[src/rtl/pulse_sync_pkg.sv]
// Shared types and constants for the clka-side pulse throttle feeding the pulse synchronizer.
package pulse_sync_pkg;

  // Gap-timer FSM states: IDLE may fire, HOLD is waiting out the minimum spacing.
  typedef enum logic {IDLE, HOLD} pt_state_e;

  localparam int unsigned PT_CNT_W = 4;
  localparam int unsigned PT_GAP   = 8;

  // Largest value a w-bit saturating counter may hold.
  function automatic int unsigned sat_max(input int unsigned w);
    return (32'd1 << w) - 32'd1;
  endfunction

endpackage

[src/rtl/evt_sat_cnt.sv]
// Saturating up/down event counter with a sticky overflow flag.
// Increment and decrement together cancel; clr wins over everything but leaves ovf alone.
module evt_sat_cnt
  import pulse_sync_pkg::*;
#(
  parameter int unsigned CNT_W = PT_CNT_W
) (
  input  logic             clka,
  input  logic             rstna,
  input  logic             inc,
  input  logic             dec,
  input  logic             clr,
  input  logic             ovf_clr,
  output logic [CNT_W-1:0] cnt,
  output logic             ovf
);

  localparam logic [CNT_W-1:0] CntMax = CNT_W'(sat_max(CNT_W));

  logic [CNT_W-1:0] cnt_d, cnt_q;
  logic             ovf_d, ovf_q;
  logic             ovf_set;

  // Next count and overflow; a lost event sets ovf even if ovf_clr is high.
  always_comb begin
    cnt_d   = cnt_q;
    ovf_set = 1'b0;
    if (clr) begin
      cnt_d = '0;
    end else if (inc && !dec) begin
      if (cnt_q == CntMax) begin
        ovf_set = 1'b1;
      end else begin
        cnt_d = cnt_q + CNT_W'(1);
      end
    end else if (dec && !inc) begin
      cnt_d = cnt_q - CNT_W'(1);
    end
    ovf_d = ovf_set | (ovf_q & ~ovf_clr);
  end

  // Counter and flag state.
  always_ff @(posedge clka or negedge rstna) begin
    if (!rstna) begin
      cnt_q <= '0;
      ovf_q <= 1'b0;
    end else begin
      cnt_q <= cnt_d;
      ovf_q <= ovf_d;
    end
  end

  assign cnt = cnt_q;
  assign ovf = ovf_q;

endmodule

[src/rtl/pulse_throttle.sv]
// Accumulates clka source events and replays them as registered single-cycle pulses
// spaced at least GAP cycles apart, so the downstream pulse synchronizer never merges two.
module pulse_throttle
  import pulse_sync_pkg::*;
#(
  parameter int unsigned CNT_W = PT_CNT_W,
  parameter int unsigned GAP   = PT_GAP
) (
  input  logic             clka,
  input  logic             rstna,
  input  logic             evt_in,
  input  logic             en,
  input  logic             flush,
  input  logic             ovf_clr,
  output logic             a_pul,
  output logic [CNT_W-1:0] pend,
  output logic             ovf,
  output logic             busy
);

  // GAP >= 2, so GAP-1 always fits and is non-zero.
  localparam int unsigned GapW = (GAP > 2) ? $clog2(GAP) : 1;

  pt_state_e        state_q;
  logic [GapW-1:0]  gap_cnt_q;
  logic             a_pul_q;
  logic             fire;
  logic [CNT_W-1:0] pend_cnt;

  // Fire when idle and something is waiting or arriving; flush suppresses it.
  always_comb begin
    fire = en & ~flush & (state_q == IDLE) & ((pend_cnt != '0) | evt_in);
  end

  // A bypassed event (fire on its arrival edge) cancels its own increment.
  evt_sat_cnt #(
    .CNT_W(CNT_W)
  ) u_cnt (
    .clka    (clka),
    .rstna   (rstna),
    .inc     (evt_in),
    .dec     (fire),
    .clr     (flush),
    .ovf_clr (ovf_clr),
    .cnt     (pend_cnt),
    .ovf     (ovf)
  );

  // Gap-timer FSM with the registered output pulse.
  always_ff @(posedge clka or negedge rstna) begin
    if (!rstna) begin
      state_q   <= IDLE;
      gap_cnt_q <= '0;
      a_pul_q   <= 1'b0;
    end else begin
      a_pul_q <= fire;
      unique case (state_q)
        IDLE: begin
          if (fire) begin
            state_q   <= HOLD;
            gap_cnt_q <= GapW'(GAP - 1);
          end
        end
        HOLD: begin
          if (gap_cnt_q == GapW'(1)) begin
            state_q   <= IDLE;
            gap_cnt_q <= '0;
          end else begin
            gap_cnt_q <= gap_cnt_q - GapW'(1);
          end
        end
        default: begin
          state_q   <= IDLE;
          gap_cnt_q <= '0;
        end
      endcase
    end
  end

  assign a_pul = a_pul_q;
  assign pend  = pend_cnt;
  assign busy  = (state_q == HOLD) | (pend_cnt != '0);

endmodule

[config.mk]
export PLATFORM = sky130hd
export DESIGN_NAME = pulse_throttle
export DESIGN_NICKNAME = d
export VERILOG_FILES = /design/src/rtl/pulse_sync_pkg.sv /design/src/rtl/evt_sat_cnt.sv /design/src/rtl/pulse_throttle.sv
export SDC_FILE = /design/constraint.sdc
export NUM_CORES = 1
export LEC_CHECK = 0
export CAP_MARGIN = 5
export CORE_AREA = 2 2 39 41
export DETAILED_ROUTE_END_ITERATION = 8
export DIE_AREA = 0 0 41 43
export GPL_TIMING_DRIVEN = 0
export PLACE_DENSITY = 0.77
export SKIP_CTS_REPAIR_TIMING = 1
export SLEW_MARGIN = 20
export SYNTH_ARGS = -nofsm -noshare
export SYNTH_HDL_FRONTEND = slang
export SYNTH_HIERARCHICAL = 1
export SYNTH_SLANG_ARGS = --single-unit
[constraint.sdc]
create_clock -name clka -period 6.6 [get_ports clka]
set_clock_uncertainty 0.15 [all_clocks]
set_input_delay 1.32 -clock clka [delete_from_list [all_inputs] [get_ports clka]]
set_output_delay 1.32 -clock clka [all_outputs]
set_load 0.03 [all_outputs]
## Word level (Yosys, flattened, before mapping)

Index checks and enable logic that the tools add are counted.

| word-level totals | value |
|---|---|
| register bits after elaboration | 10 |
| bits of input ports | 6 |
| output and inout bits | 7 |
| logic and storage cells | 42 |

| operators by class | value |
|---|---|
| $add $sub $neg | 3 |
| equality and inequality tests | 4 |
| mux-type cells | 13 |
| bitwise logic cells | 10 |
| reductions and logical operators | 7 |

Operators by type and width:

| kind | count |
|---|---|
| $mux W4 | 4 |
| $mux W3 | 2 |
| $pmux W3 S2 | 1 |
| $mux W1 | 5 |
| $add A4 B1 Y4 const B | 1 |
| $and A1 B1 Y1 | 4 |
| $eq A4 B4 Y1 const B | 1 |
| $reduce_bool A4 Y1 | 1 |
| $sub A4 B1 Y4 const B | 1 |
| $eq A3 B1 Y1 const B | 1 |
| $ne A3 B3 Y1 const B | 1 |
| $not A1 Y1 | 3 |
| $or A1 B1 Y1 | 3 |
| $reduce_bool A3 Y1 | 1 |
| $sub A3 B1 Y3 const B | 1 |
| $logic_and A1 B1 Y1 | 2 |
| $logic_not A1 Y1 | 2 |
| $ne A2 B2 Y1 const B | 1 |
| $pmux W1 S2 | 1 |
| $reduce_and A2 Y1 | 1 |

## Longest topological paths before layout

Gate-level depths: netlist of run 1.

| logic depth | value |
|---|---|
| depth after elaboration | 9 |
| gate-level depth with buffers | 10 |
| gate-level depth less buffers | 10 |

## By module

The synthesis of run 1 kept the hierarchy.

Modules (own cells, without submodules):

| module | instances | cells an instance | area each (um^2) | seq. area each (um^2) |
|---|---|---|---|---|
| evt_sat_cnt | 1 | 32 | 321.6 | 125.1 |
| pulse_throttle | 1 | 26 | 266.5 | 125.1 |

## Worst setup path before layout of run 1

Ideal clock, no wire load.

| timing path | value |
|---|---|
| path kind | input -> register |
| start point | input port evt_in |
| end point | register u_cnt.cnt_q[3], in the netlist u_cnt/cnt[3] |
| library setup time | 77 ps |
| data arrival time | 2,845 ps |
| data required time | 6,373 ps |
| slack | 3,528 ps |
| stages on the path | 9 |
| path buffers | 0 |
| cell sequence | o211ai_4 inv_1 nor2b_4 inv_2 ha_1 o21ai_0 a21oi_1 or3b_1 a21oi_1 |

| on the way | value |
|---|---|
| longest elaborated chain between the ends | 6 |
| elaborated cells on any way between the ends | 11 |
| classes of those cells | eq/ne (1); mux (2); bitwise (2); reduce/logical (6) |

RTL lines:

| what | line | source |
|---|---|---|
| from (decl) | pulse_throttle.sv:11 | `input logic evt_in,` |
| $or A1 B1 Y1 (*) | pulse_throttle.sv:32 | `fire = en & ~flush & (state_q == IDLE) & ((pend_cnt != '0) \| evt_in);` |
| $and A1 B1 Y1 (*) | pulse_throttle.sv:32 |  |
| net fire | pulse_throttle.sv:27 | `logic fire;` |
| $logic_not A1 Y1 | evt_sat_cnt.sv:30 | `end else if (inc && !dec) begin` |
| $logic_and A1 B1 Y1 | evt_sat_cnt.sv:30 |  |
| $ne A3 B3 Y1 (no source line), or another cell as far along | n/a |  |
| $reduce_and A2 Y1 (no source line) / $mux W4 (equally long branches) | n/a |  |
| to (signal assigned) | evt_sat_cnt.sv:48 | `cnt_q <= cnt_d;` |
| to (decl) | evt_sat_cnt.sv:20 | `logic [CNT_W-1:0] cnt_d, cnt_q;` |

The timed path passes the listed nets; every way through them passes the cells marked *.
A chain may end at the register's enable or synchronous reset.

## Final worst setup path of run 1

| timing path | value |
|---|---|
| start point | register u_cnt.cnt_q[1], in the netlist u_cnt/cnt[1] |
| end point | output port busy |

| on the way | value |
|---|---|
| longest elaborated chain between the ends | 2 |

RTL lines:

| what | line | source |
|---|---|---|
| $reduce_bool A4 Y1 | pulse_throttle.sv:82 | `assign busy = (state_q == HOLD) \| (pend_cnt != '0);` |
| $or A1 B1 Y1 | pulse_throttle.sv:82 |  |
| to (decl) | pulse_throttle.sv:18 | `output logic busy` |

Every way passes these cells.

==> results of run 1 <==
## critical path, delay by kind of cell (launching register included)
| kind | cells | cell delay (ps) |
|---|---|---|
| simple gates | 2 | 810 |
| flops | 1 | 480 |
| buf+inv | 1 | 590 |
## stage by stage
step	setup WS [ps]	std cells	util	power, uW	instance area (um^2)
after floorplan	3530	58	-	190	588
after global placement	2800	86	0.526	225	728
after detailed placement	2760	86	0.526	231	728
after CTS	2990	89	0.542	274	751
after global routing	2830	89	0.542	298	751
final	3000	89	0.542	271	751
## power groups by stage
| stage | registers [uW] | logic, uW | clock network, uW |
|---|---|---|---|
| 4_1_cts | 103 | 127 | 44.2 |
| 2_1_floorplan | 112 | 78.3 | 0 |
| 3_5_place_dp | 104 | 127 | 0 |
| 5_1_grt | 108 | 144 | 46.0 |
| 3_3_place_gp | 103 | 122 | 0 |
| 6_report | 103 | 126 | 43.1 |
## metal layers
metal / vias to the layer above / track usage / wire length [um]
met5: - / 0 / 0
met4: 0 / 0.0600 / 19
met3: 2 / 0.0314 / 50
met2: 11 / 0.275 / 536
met1: 240 / 0.237 / 546
li1: 238 / - / -
## cell usage after synthesis
library cell / instances / area, um^2
xor2_1: 1 / 8.76
or3b_1: 1 / 8.76
a21boi_2: 1 / 11.3
a211oi_1: 1 / 7.51
or4_4: 1 / 11.3
a311oi_1: 1 / 8.76
inv_1: 6 / 22.5
a21oi_1: 4 / 20.0
and3_1: 1 / 6.26
xnor2_1: 1 / 8.76
o31ai_1: 1 / 7.51
o32ai_1: 1 / 8.76
or3_1: 1 / 6.26
o211ai_4: 1 / 21.3
ha_1: 4 / 50.1
a2111o_1: 1 / 11.3
nand2_1: 6 / 22.5
dfrtp_1: 10 / 250
o211ai_2: 1 / 12.5
nor2_1: 3 / 11.3
nand3_1: 1 / 5.00
nand2b_1: 2 / 12.5
inv_2: 1 / 3.75
or2_1: 1 / 6.26
mux2i_1: 1 / 10.0
o21ai_0: 3 / 15.0
nor2b_4: 1 / 13.8
nand4_1: 1 / 6.26
## logic make-up after synthesis
family	synth area share
adders and majority gates	0.0851
xor gates and xnor gates	0.0298
and+or+nand+nor	0.187
muxes	0.0170
buffers and inverters	0.0447
DFF	0.426
AOI/OAI and AO/OA	0.211
## state kept, by name (all words and copies together) (netlist names)
register	flops
u_cnt/cnt	4
state_q	1
gap_cnt_q	3
u_cnt/ovf	1
a_pul	1
## worst paths after layout
check	start	end	depth (start not counted)
setup / recovery	u_cnt/cnt[1]	busy	3
hold / removal	gap_cnt_q[1]	gap_cnt_q[1]	2
setup reg to reg	u_cnt/cnt[1]	u_cnt/cnt[3]	10
hold reg to reg	gap_cnt_q[1]	gap_cnt_q[1]	2
max in group asynchronous	rstna	state_q	1
min in group asynchronous	rstna	a_pul	1
## final cells by class
cell class | count | area share
well taps | 16 | 0.0267
clock buffers | 3 | 0.0300
flip-flops and latches | 10 | 0.333
multi-input cells | 41 | 0.415
repair buffers | 12 | 0.160
inverters | 7 | 0.0350
==> impl_metrics.ini, run 1 <==
[status]
outcome = finished, final reports clean

[detailed_routing]
first_iter_violations = 8
num_vias = 491
drtPass1Iterations = 4
drtAntennaViolNets = 0
routed_wirelength_mm = 1.15
drc = 0
avgViaCountPerCell = 5.52
wl_per_cell_um = 13.0

[worst_setup_path]
cp.arrival_ps = 2130
cp_data_required_time_ps = 5130
critPathSlowestCell = or4_4
r2r_slack_ps = 3630
criticalPathCategory = reg -> out
path_max_fanout = 9
critical_path.startpoint_type = flip-flop
end_kind = primary output
slowest_delay_ps = 590
path_cells = or4_4 -> or2_1 -> clkdlybuf4s50_1

[logic_synthesis]
synth_nets = 68
ys_ff_latch = 10
synth_cell_types = 28
synth_warnings = 6
ys_seq_area_frac = 0.426
syn_inst = 58
syn_area_per_cell_um2 = 10.1
netlist_area_um2 = 588

[sta]
post-route-period-util = 0.546
grt_setup_unrepaired = false
hold_viol_final = 0
worstMarginPinSlew_ps = 467
holdWs_ps = 354
slew_headroom = 0.688
setup_violations = 0
final-max-slew-violation-count = 0
period_needed_ps = 3600
setup_tns_ps = 0
fmax_mhz = 277

[final_layout]
seqCellArea_um2 = 250
layout-drive-gt1-share = 0.123
syn_to_final_growth_pct = 27.7
multi_input_area_um2 = 312
fillCellCount = 129
mostFrequentLayoutCell = clkdlybuf4s50_1
diodes = 0
layout_common_cells = clkdlybuf4s50_1, dfrtp_1, inv_1, nand2_1
fin_nets = 85

[global_route]
grt_pass1_wl_mm = 2.15
grt_max_degree = 11
antenna_found_initial = 0
grt-ovfl-total = 0
grt_usage = 0.177
grt_pass1_vias = 517

[min_path]
holdCritPathClass = reg -> reg

[placement]
gp_congestion = 0.857
io_buffers = 12
dp_hpwl_um = 850

[pwr]
p_sw_frac = 0.410
p_sw_uw = 111
vdd_drop_max_mv = 0.149
clock_power_share = 0.159
p_int_uw = 160
combPwrFrac = 0.463
power_density_mw_per_mm2 = 362
pwr-share-seq = 0.379
p_leak_uw = 0.000343

[floorplanning]
die_w_um = 41
start_util = 0.425
io_pins = 13
die_y_um = 43
row_count = 14
die_area_mm2 = 0.00176
core_area_mm2 = 0.00138

[clock_network]
cts_root_buf = clkbuf_4
cts_made_buffers = 3
clkTransAtPathRegs_ps = 70
cts_tree = built
clock-sinks = 10
cts-htree-levels = 1
clock_path_buffers = 2
clk_latency_ps = 260

[job]
cap_violations = 0
Power figures use the tool's default switching activity.
==> run 2: changes to the inputs <==
==> constraint.sdc (replaced) <==
create_clock -name clka -period 3.4 [get_ports clka]
set_clock_uncertainty 0.15 [all_clocks]
set_input_delay 0.68 -clock clka [delete_from_list [all_inputs] [get_ports clka]]
set_output_delay 0.68 -clock clka [all_outputs]
set_load 0.03 [all_outputs]
==> results of run 2 <==
The final DEF is identical to that of run 1. Status: finished, final reports clean.
Among the figures that moved: setup slack after placement 2760 ps -> 198 ps; setup slack after layout 3000 ps -> 430 ps; end point of the critical path busy -> u_cnt/cnt[3]; register-to-register setup slack 3630 ps -> 430 ps; total power 271 uW -> 527 uW; worst IR drop on VDD 0.149 mV -> 0.289 mV
==> run 3: changes to the inputs <==
--- a/config.mk
+++ b/config.mk
@@ -7,6 +7,7 @@
 export LEC_CHECK = 0
 export CAP_MARGIN = 5
 export CORE_AREA = 2 2 39 41
+export CTS_CLUSTER_SIZE = 24
 export DETAILED_ROUTE_END_ITERATION = 8
 export DIE_AREA = 0 0 41 43
 export GPL_TIMING_DRIVEN = 0
==> constraint.sdc (replaced) <==
create_clock -name clka -period 3.1 [get_ports clka]
set_clock_uncertainty 0.15 [all_clocks]
set_input_delay 0.62 -clock clka [delete_from_list [all_inputs] [get_ports clka]]
set_output_delay 0.62 -clock clka [all_outputs]
set_load 0.03 [all_outputs]
==> run 3 against run 2 <==
First-iteration DRC count grew 25%. Critical endpoint unchanged. Sequential power grew 11%. Sequential cell count is the same.
==> impl_metrics.ini, run 3 (same netlist as run 1, synthesis figures left out) <==
[clock_network]
clkTransAtPathRegs_ps = 70
clock_path_buffers = 2
clk_latency_ps = 270
cts_tree = built
clock-sinks = 10
cts_made_buffers = 3
cts-htree-levels = 1
cts_root_buf = clkbuf_4

[sta]
fmax_mhz = 344
grt_setup_unrepaired = false
period_needed_ps = 2900
worstMarginPinSlew_ps = 466
hold_viol_final = 0
setup_violations = 0
post-route-period-util = 0.937
slew_headroom = 0.688
setup_tns_ps = 0
final-max-slew-violation-count = 0

[floorplanning]
core_area_mm2 = 0.00138
io_pins = 13
die_w_um = 41
die_area_mm2 = 0.00176
row_count = 14
die_y_um = 43
start_util = 0.425

[final_layout]
fin_util = 0.554
fillCellCount = 127
largest_register_ffs = 4
seqCellArea_um2 = 251
diodes = 0
layout_common_cells = clkdlybuf4s50_1, dfrtp_1, inv_1, nand2_1
multi_input_area_um2 = 312
syn_to_final_growth_pct = 30.4
fin_cells = 91
layout-drive-gt1-share = 0.160
mostFrequentLayoutCell = clkdlybuf4s50_1
fin_nets = 87

[global_route]
grt_pass1_wl_mm = 2.15
antenna_found_initial = 0
grt-ovfl-total = 0
grt_usage = 0.177
grt_pass1_vias = 517
grt_max_degree = 11

[detailed_routing]
avgViaCountPerCell = 5.58
drtAntennaViolNets = 0
drc = 0
first_iter_violations = 10
wl_per_cell_um = 12.8
routed_wirelength_mm = 1.17
drtPass1Iterations = 4
num_vias = 508

[placement]
gp_congestion = 0.857
dp_hpwl_um = 850
dp_cells = 86
io_buffers = 12

[pwr]
vdd_drop_max_mv = 0.317
p_leak_uw = 0.000350
power_density_mw_per_mm2 = 762

[worst_setup_path]
end_kind = flip-flop
critPathSlowestCell = or4_4
slowest_delay_ps = 570
cp_data_required_time_ps = 3140
critical_path.startpoint_type = flip-flop
cp.arrival_ps = 2950
cpMostUsedCell = a21oi_1
path_max_fanout = 9
path_cells = or4_4 -> o211ai_4 -> inv_1 -> nor2b_4 -> inv_2 -> ha_1 -> o21ai_0 -> a21oi_1 -> or3b_1 -> a21oi_1
criticalPathCategory = reg -> reg

[job]
cap_violations = 0

[status]
outcome = finished, final reports clean

[min_path]
holdCritPathClass = reg -> reg
[run 3: per-stage QoR]
step                      total power, uW  worst slack [ps]  hold WS [ps]  instance area, um^2
after floorplan                       405               200           174                  588
after global placement                479             -2.92           341                  728
after detailed placement              491             -42.4           338                  728
after CTS                             584               115           358                  751
after global routing                  640              19.6           393                  767
final                                 585               195           361                  767
[run 3: report_power, final]
part	switching, uW	internal, uW	leakage, uW	total (uW)
clock	46.2	44.9	0.0000138	91.1
combinational	145	129	0.000212	274
sequential	47.4	172	0.000124	220
total	238	346	0.000350	585
[run 3: layer usage]
metal	wire length [um]	GRT usage
met1	533	0.237
met5	0	0
met3	60	0.0314
met4	20	0.0600
met2	553	0.275
[run 3: area by class of cell]
class	count	share of cell area
repair buffers	14	0.176
inverters	7	0.0343
flip-flops and latches	10	0.328
clock buffers	3	0.0294
multi-input cells	41	0.406
well taps	16	0.0261
[run 3: path summary, 6_finish.rpt]
| path | start | slack [ps] | to | depth (start not counted) |
|---|---|---|---|---|
| setup / recovery | u_cnt/cnt[1] | 200 | u_cnt/cnt[3] | 10 |
| hold / removal | gap_cnt_q[1] | 360 | gap_cnt_q[1] | 2 |
| setup reg to reg | u_cnt/cnt[1] | 200 | u_cnt/cnt[3] | 10 |
| hold reg to reg | gap_cnt_q[1] | 360 | gap_cnt_q[1] | 2 |
| max in group asynchronous | rstna | 1940 | u_cnt/cnt[1] | 1 |
| min in group asynchronous | rstna | 520 | a_pul | 1 |
[run 3: critical path, delay by kind of cell (launching register included)]
kind | cells | cell delay [ps]
AO/OA/AOI/OAI | 4 | 550
flip-flops | 1 | 470
adder cells (fa/ha/maj) | 1 | 340
buffers and inverters | 2 | 210
AND/OR/NAND/NOR | 3 | 1120
